--- config.mk ---
export PLATFORM = sky130hd
export DESIGN_NAME = idelay_tap_emu
export DESIGN_NICKNAME = d
export VERILOG_FILES = /design/src/rtl/idelay_tap_emu.sv
export SDC_FILE = /design/constraint.sdc
export NUM_CORES = 1
export LEC_CHECK = 0
export BUFFER_PORTS_ARGS = -buffer_cell sky130_fd_sc_hd__clkbuf_2
export CORE_MARGIN = 10
export CORE_UTILIZATION = 50
export DETAILED_ROUTE_END_ITERATION = 12
export PLACE_DENSITY_LB_ADDON = 0.3
export SYNTH_ARGS = -nofsm -noshare
export SYNTH_HDL_FRONTEND = slang
export SYNTH_SLANG_ARGS = --single-unit
export TNS_END_PERCENT = 20
--- constraint.sdc ---
create_clock -name clk -period 6.5 [get_ports clk]
set_input_delay 0.325 -clock clk [delete_from_list [all_inputs] [get_ports clk]]
set_output_delay 0.325 -clock clk [all_outputs]
set_load 0.01 [all_outputs]
--- src/rtl/idelay_tap_emu.sv ---
// Behavioural emulation of a tap-programmable input delay element: a 2-bit strobe
// delay line with a loadable/steppable tap, a calibration-ready delay and a settle freeze.
module idelay_tap_emu #(
    parameter int TAP_W      = 5,
    parameter int TAP_INIT   = 0,
    parameter int RDY_CYCLES = 16
) (
    input  logic             clk,
    input  logic             rst,
    input  logic [TAP_W-1:0] cntval_in,
    input  logic             cntval_load,
    input  logic             ce,
    input  logic             inc,
    output logic [TAP_W-1:0] cntval_out,
    input  logic [1:0]       data_strobe_in,
    output logic [1:0]       data_strobe_out,
    output logic             idly_rdy,
    output logic             tap_busy
);

    localparam int               DEPTH    = 2 ** TAP_W;
    localparam logic [TAP_W-1:0] TAP_RST  = TAP_W'(TAP_INIT);
    localparam logic [7:0]       RDY_LAST = 8'(RDY_CYCLES);

    logic [7:0]       rdy_cnt;
    logic [TAP_W-1:0] tap;
    logic [TAP_W-1:0] tap_next;
    logic             tap_change;
    logic [1:0]       line [DEPTH];

    // Ready counter stops once it reaches RDY_CYCLES; idly_rdy rises on the following edge.
    // NOTE: sequential state uses non-blocking assignments so every flop samples pre-edge values.
    always_ff @(posedge clk or negedge rst) begin
        if (!rst) begin
            rdy_cnt  <= 8'd0;
            idly_rdy <= 1'b0;
        end else if (!idly_rdy) begin
            if (rdy_cnt == RDY_LAST) idly_rdy <= 1'b1;
            else                     rdy_cnt  <= rdy_cnt + 8'd1;
        end
    end

    // NOTE: defaults first so no path through this block can infer a latch.
    always_comb begin
        tap_next   = tap;
        tap_change = 1'b0;
        if (idly_rdy) begin
            if (cntval_load) begin
                tap_next   = cntval_in;
                tap_change = (cntval_in != tap);
            end else if (ce) begin
                tap_next   = inc ? tap + TAP_W'(1) : tap - TAP_W'(1);
                tap_change = 1'b1;
            end
        end
    end

    // NOTE: the delay line is reset explicitly because stale samples must not leak out after reset.
    always_ff @(posedge clk or negedge rst) begin
        if (!rst) begin
            for (int i = 0; i < DEPTH; i++) line[i] <= 2'b00;
        end else begin
            line[0] <= data_strobe_in;
            for (int i = 1; i < DEPTH; i++) line[i] <= line[i-1];
        end
    end

    // Output holds for the settle cycle after any tap change, then follows the new tap.
    always_ff @(posedge clk or negedge rst) begin
        if (!rst) begin
            tap             <= TAP_RST;
            tap_busy        <= 1'b0;
            data_strobe_out <= 2'b00;
        end else begin
            tap      <= tap_next;
            tap_busy <= tap_change;
            if (!tap_change) data_strobe_out <= line[tap];
        end
    end

    assign cntval_out = tap;

endmodule

==> impl_metrics.toml, run 1 <==
[logic_synthesis]
netlist_top_cells_count = "dfrtp_1 (81), mux4_2 (10), nand2_1 (10)"
synth_area_leader_cell = "dfrtp_1"
yosysSeqAreaShare_pct = 65.7
syn_avg_cell_area_um2 = 15.5
synthTopCellsByArea = "dfrtp_1 (66%), mux4_2 (7.3%), mux4_1 (5.1%)"
synth_nets = 217
ys.flop_type = "dfrtp_1"
yosysWarnings = 0
yosysMostFrequentCell = "dfrtp_1"
synth_top_area_share_pct = 65.7
synth_cell_types = 38
synth_edf_count = 0
synthArstFlopShare_pct = 100
synth_cells = 199
synth-seq-cells = 81
synthesis.area_um2 = 3080

[die]
num_rows = 28
pin_count = 21
start_util_pct = 51.8
dieArea_um2 = 9710
core_um2 = 5960
fp.dieH_um = 98.5
die_w_um = 98.5

[sta]
setup_violations = 0
drv_slew = 0
rsz0062_at_grt = "no"
worst_pin_slew_ns = 0.960
fin_worst_skew_ns = 0.00775
hold_violations = 0
fin_crit_ns = 2.50
timing.fmax_ghz = 0.400
min_period_over_period_pct = 38.4
relSlewSlack_pct = 36.0
tns_ns = 0
whs_ns = 0.0856

[pwr]
p_per_area_nw_per_um2 = 302
cellLeakagePower_uw = 0.00153
vdd_drop_max_mv = 0.218
total_power_uw = 1040

[drt]
drt_wl_total_mm = 5.11
firstDrtPassIters = 4
wl_per_cell_um = 16.9
drt_iter0_markers = 122
antenna_left = 0
vias = 1691
drc = 0
vias_per_cell = 5.58

[critical_path]
crit_chain = "inv_1, fa_1, nor2b_1, o21ai_0, and3_1, o21ai_0, mux2i_1, nand3_1"
cpPeakStageDelay_ns = 0.91
cp.arrival_ns = 2.73
worstSetupEndpointType = "flop"
cp_slowest_cell = "dfrtp_1"
cp-start-kind = "flop"
crit_top_cell = "o21ai_0"
reg2reg_slack_ns = 4.00
cp.required_ns = 6.73
worst-setup-path-type = "flop to flop"
r2r_cells = 8
cp_max_fo = 21

[job]
max-cap-violations = 0

[clocking]
cts_tree = "yes"
post_cts_buffers = 0
holdBufCountCts = 0
path_clk_slew_ns = 0.08
cts_sinks = 81
numCtsBuffers = 9
cts_max_level = 3
cts_root_buf = "clkbuf_8"
cts_resized = 0
cts_buffer_depth = 2
worstSkewPairLatency_ns = 0.34

[place]
dpl.hpwl_mm = 3.36
io_buffers = 20
gp_congestion = 0.809

[grt]
antenna_found_initial = 0
grt_overflow = 0
grt_max_degree = 82
grt_pass1_wl_mm = 8.80
grt_usage_pct = 11.3
grt_pass1_vias = 1756

[cells_and_area]
antenna_cells = 0
drive_above_1_share_pct = 19.7
fin_util_pct = 57.8
nets = 242
area_growth_syn_to_layout_pct = 11.7

[outcome]
run_status = "completed"

[hold_path]
min_path_cells = 1
hp-class = "input pin to flop"
==> where the power goes <==
part	switching, uW	internal (uW)
Combinational	59.2	62.5
Sequential	26.5	532
Clock	164	195
Total	249	790
==> metal layers <==
metal  vias to the layer above  routed length, um  global-route usage (%)
li1                        771                  -                       -
met2                        45               2240                    15.5
met3                         8                322                    5.52
met5                         -                  0                       0
met1                       867               2470                    15.1
met4                         0                 82                    3.97
==> through the flow <==
step                setup slack, ns  area (um2)  cells
CTS                            3.96        3440    303
global placement               4.04        3250    288
global route                   3.73        3440    303
floorplan                      4.28        3080    199
finish                         4.00        3440    303
detailed placement             3.98        3250    288
==> layout by cell type (no fill, tap or decap), types with 6 or more instances in the layout <==
cell      synthesis  routed
dfrtp_1          81      81
clkbuf_2          1      19
clkbuf_8          0      11
nand2_1          10      10
mux4_2           10      10
inv_1             9       9
xnor2_1           7       7
xor2_1            6       6
o21ai_0           6       6
mux4_1            6       6
a22oi_1           6       6
==> critical path, delay by kind of cell, from the launching register on <==
kind / cells / cell delay (ns)
and+or+nand+nor: 3 / 0.41
DFF: 1 / 0.91
muxes: 1 / 0.21
AOI/OAI and AO/OA: 2 / 0.33
adders and majority gates: 1 / 0.40
buffers and inverters: 1 / 0.13
==> kinds of logic (layout without fill, tap and decap cells) <==
family | after synthesis | count (layout) | share of synthesized area [%]
compound gates | 31 | 31 | 6.77
xor+xnor | 13 | 13 | 3.69
fa+ha+maj | 6 | 6 | 2.68
buf+inv | 16 | 45 | 2.35
flops | 81 | 81 | 65.7
mux | 17 | 17 | 12.7
simple gates | 35 | 35 | 6.04
==> sequential cells by signal (all words and copies together) (netlist names) <==
signal and count:
line 64, idly_rdy 1, tap_busy 1, rdy_cnt 8, data_strobe_out 2, cntval_out 5
==> cell type report <==
type | count | area, um2
clock buffers | 12 | 155
clock inverters | 3 | 40.0
inverters | 9 | 33.8
flip-flops and latches | 81 | 2030
well taps | 75 | 93.8
fillers | 465 | 2510
repair buffers | 21 | 110
multi-input cells | 102 | 985
==> final timing paths <==
kind,startpoint,to
max,cntval_out[1],cntval_out[4]
min,data_strobe_in[1],line[63]
max reg2reg,cntval_out[1],cntval_out[4]
min reg2reg,line[34],line[32]
max in group asynchronous,rst,line[58]
min in group asynchronous,rst,line[36]
Power figures use the tool's default switching activity.
==> run 2: changes to the inputs <==
==> constraint.sdc (replaced) <==
create_clock -name clk -period 2.3 [get_ports clk]
set_input_delay 0.115 -clock clk [delete_from_list [all_inputs] [get_ports clk]]
set_output_delay 0.115 -clock clk [all_outputs]
set_load 0.01 [all_outputs]
==> impl_metrics.toml, run 2 (same netlist as run 1, synthesis figures left out) <==
[outcome]
run_status = "completed"

[pwr]
switchingPower_uw = 736
p_per_area_nw_per_um2 = 875
swShare_pct = 23.8
cellLeakagePower_uw = 0.00157
pwr-share-seq_pct = 50.7
combPwrFrac_pct = 11.9
pwr-share-clk_pct = 37.4
vdd_drop_max_mv = 0.481
internal-power_uw = 2350

[clocking]
cts_tree = "yes"
cts_max_level = 3
holdBufCountCts = 3
cts_resized = 0
cts_root_buf = "clkbuf_8"
path_clk_slew_ns = 0.08
cts_sinks = 81
numCtsBuffers = 9
worstSkewPairLatency_ns = 0.35
cts_buffer_depth = 2
post_cts_buffers = 0

[grt]
antenna_found_initial = 0
grt_pass1_vias = 1703
grt_overflow = 0
grt_pass1_wl_mm = 8.83
grt_usage_pct = 11.5
grt_max_degree = 82

[place]
dpl.hpwl_mm = 3.59
gp_congestion = 0.824
io_buffers = 20
placed_cell_area_um2 = 3270
dp_slack_ns = 0.322

[cells_and_area]
largest_reg_flops = 64
nets = 248
regMostFlops = "line"
layout.cells.most_common = "dfrtp_1"
final_area_um2 = 3530
layout_common_cells = "dfrtp_1 (81), clkbuf_2 (19), clkbuf_8 (11), nand2_1 (10), mux4_2 (10)"
area_growth_syn_to_layout_pct = 14.4
antenna_cells = 0
drive_above_1_share_pct = 20.9

[drt]
drc = 0
vias = 1689
wl_per_cell_um = 17.6
drt_wl_total_mm = 5.43
firstDrtPassIters = 4
vias_per_cell = 5.47
antenna_left = 0
drt_iter0_markers = 109

[critical_path]
worst-setup-path-type = "flop to flop"
reg2reg_slack_ns = 0.33
cp.required_ns = 2.54
cp-start-kind = "flop"
worstSetupEndpointType = "flop"
cp.arrival_ns = 2.21
cp_max_fo = 7

[sta]
setup_violations = 0
fin_ws_ns = 0.329
hold_violations = 0
timing.fmax_ghz = 0.507
min_period_over_period_pct = 85.7
fin_worst_skew_ns = 0.00767
worst_pin_slew_ns = 0.979
drv_slew = 0
tns_ns = 0
rsz0062_at_grt = "no"
fin_crit_ns = 1.97
relSlewSlack_pct = 34.8

[hold_path]
hp-class = "input pin to flop"

[die]
dieArea_um2 = 9710
start_util_pct = 51.8
die_w_um = 98.5
fp.dieH_um = 98.5
pin_count = 21
core_um2 = 5960
num_rows = 28

[job]
max-cap-violations = 0
==> run 2: worst paths after layout <==
kind                               start       endpoint  depth (start not counted)
max                        cntval_out[0]  cntval_out[4]                          8
min                         cntval_in[4]  cntval_out[4]                          3
max reg2reg                cntval_out[0]  cntval_out[4]                          8
min reg2reg                     line[17]       line[15]                          0
max in group asynchronous            rst     rdy_cnt[2]                          2
min in group asynchronous            rst       line[50]                          2
==> run 2: stage by stage <==
stage / util [%] / hold WS [ns] / power [uW] / std cells
4_1_cts: 59.3 / 0.0438 / 3130 / 309
3_3_place_gp: 54.9 / 0.223 / 1960 / 291
2_1_floorplan: - / -0.181 / 1830 / 199
6_report: 59.3 / 0.0642 / 3090 / 309
5_1_grt: 59.3 / 0.0577 / 3220 / 309
3_5_place_dp: 54.9 / 0.225 / 1960 / 291
==> run 2: power groups by stage <==
stage	logic (uW)	registers, uW	clock network [uW]
final	368	1570	1160
after global routing	408	1580	1240
after CTS	375	1570	1190
after detailed placement	370	1590	0
after global placement	367	1590	0
after floorplan	249	1580	0
==> run 2: critical path, stage by stage, from the launching register on <==
cell and delay [ns]:
dfrtp_1 0.45, inv_1 0.09, fa_1 0.40, nor2b_1 0.15
o21ai_0 0.12, and3_1 0.19, o21ai_0 0.18, mux2i_1 0.20
nand3_1 0.08
==> run 2: routing by layer <==
metal	vias to the layer above	track usage (%)	part of all wire (%)
met1	857	15.6	49
met5	-	0	0
met2	38	15.9	44
met4	0	3.97	1.4
li1	786	-	-
met3	8	5.03	6.1
==> run 2: area by class of cell <==
class	instances	area [um2]
clock inverter	4	76.3
tap	75	93.8
fill	465	2430
multi-input combinational	102	985
timing repair buffer	27	163
sequential	81	2030
inverter	9	33.8
clock buffer	11	151
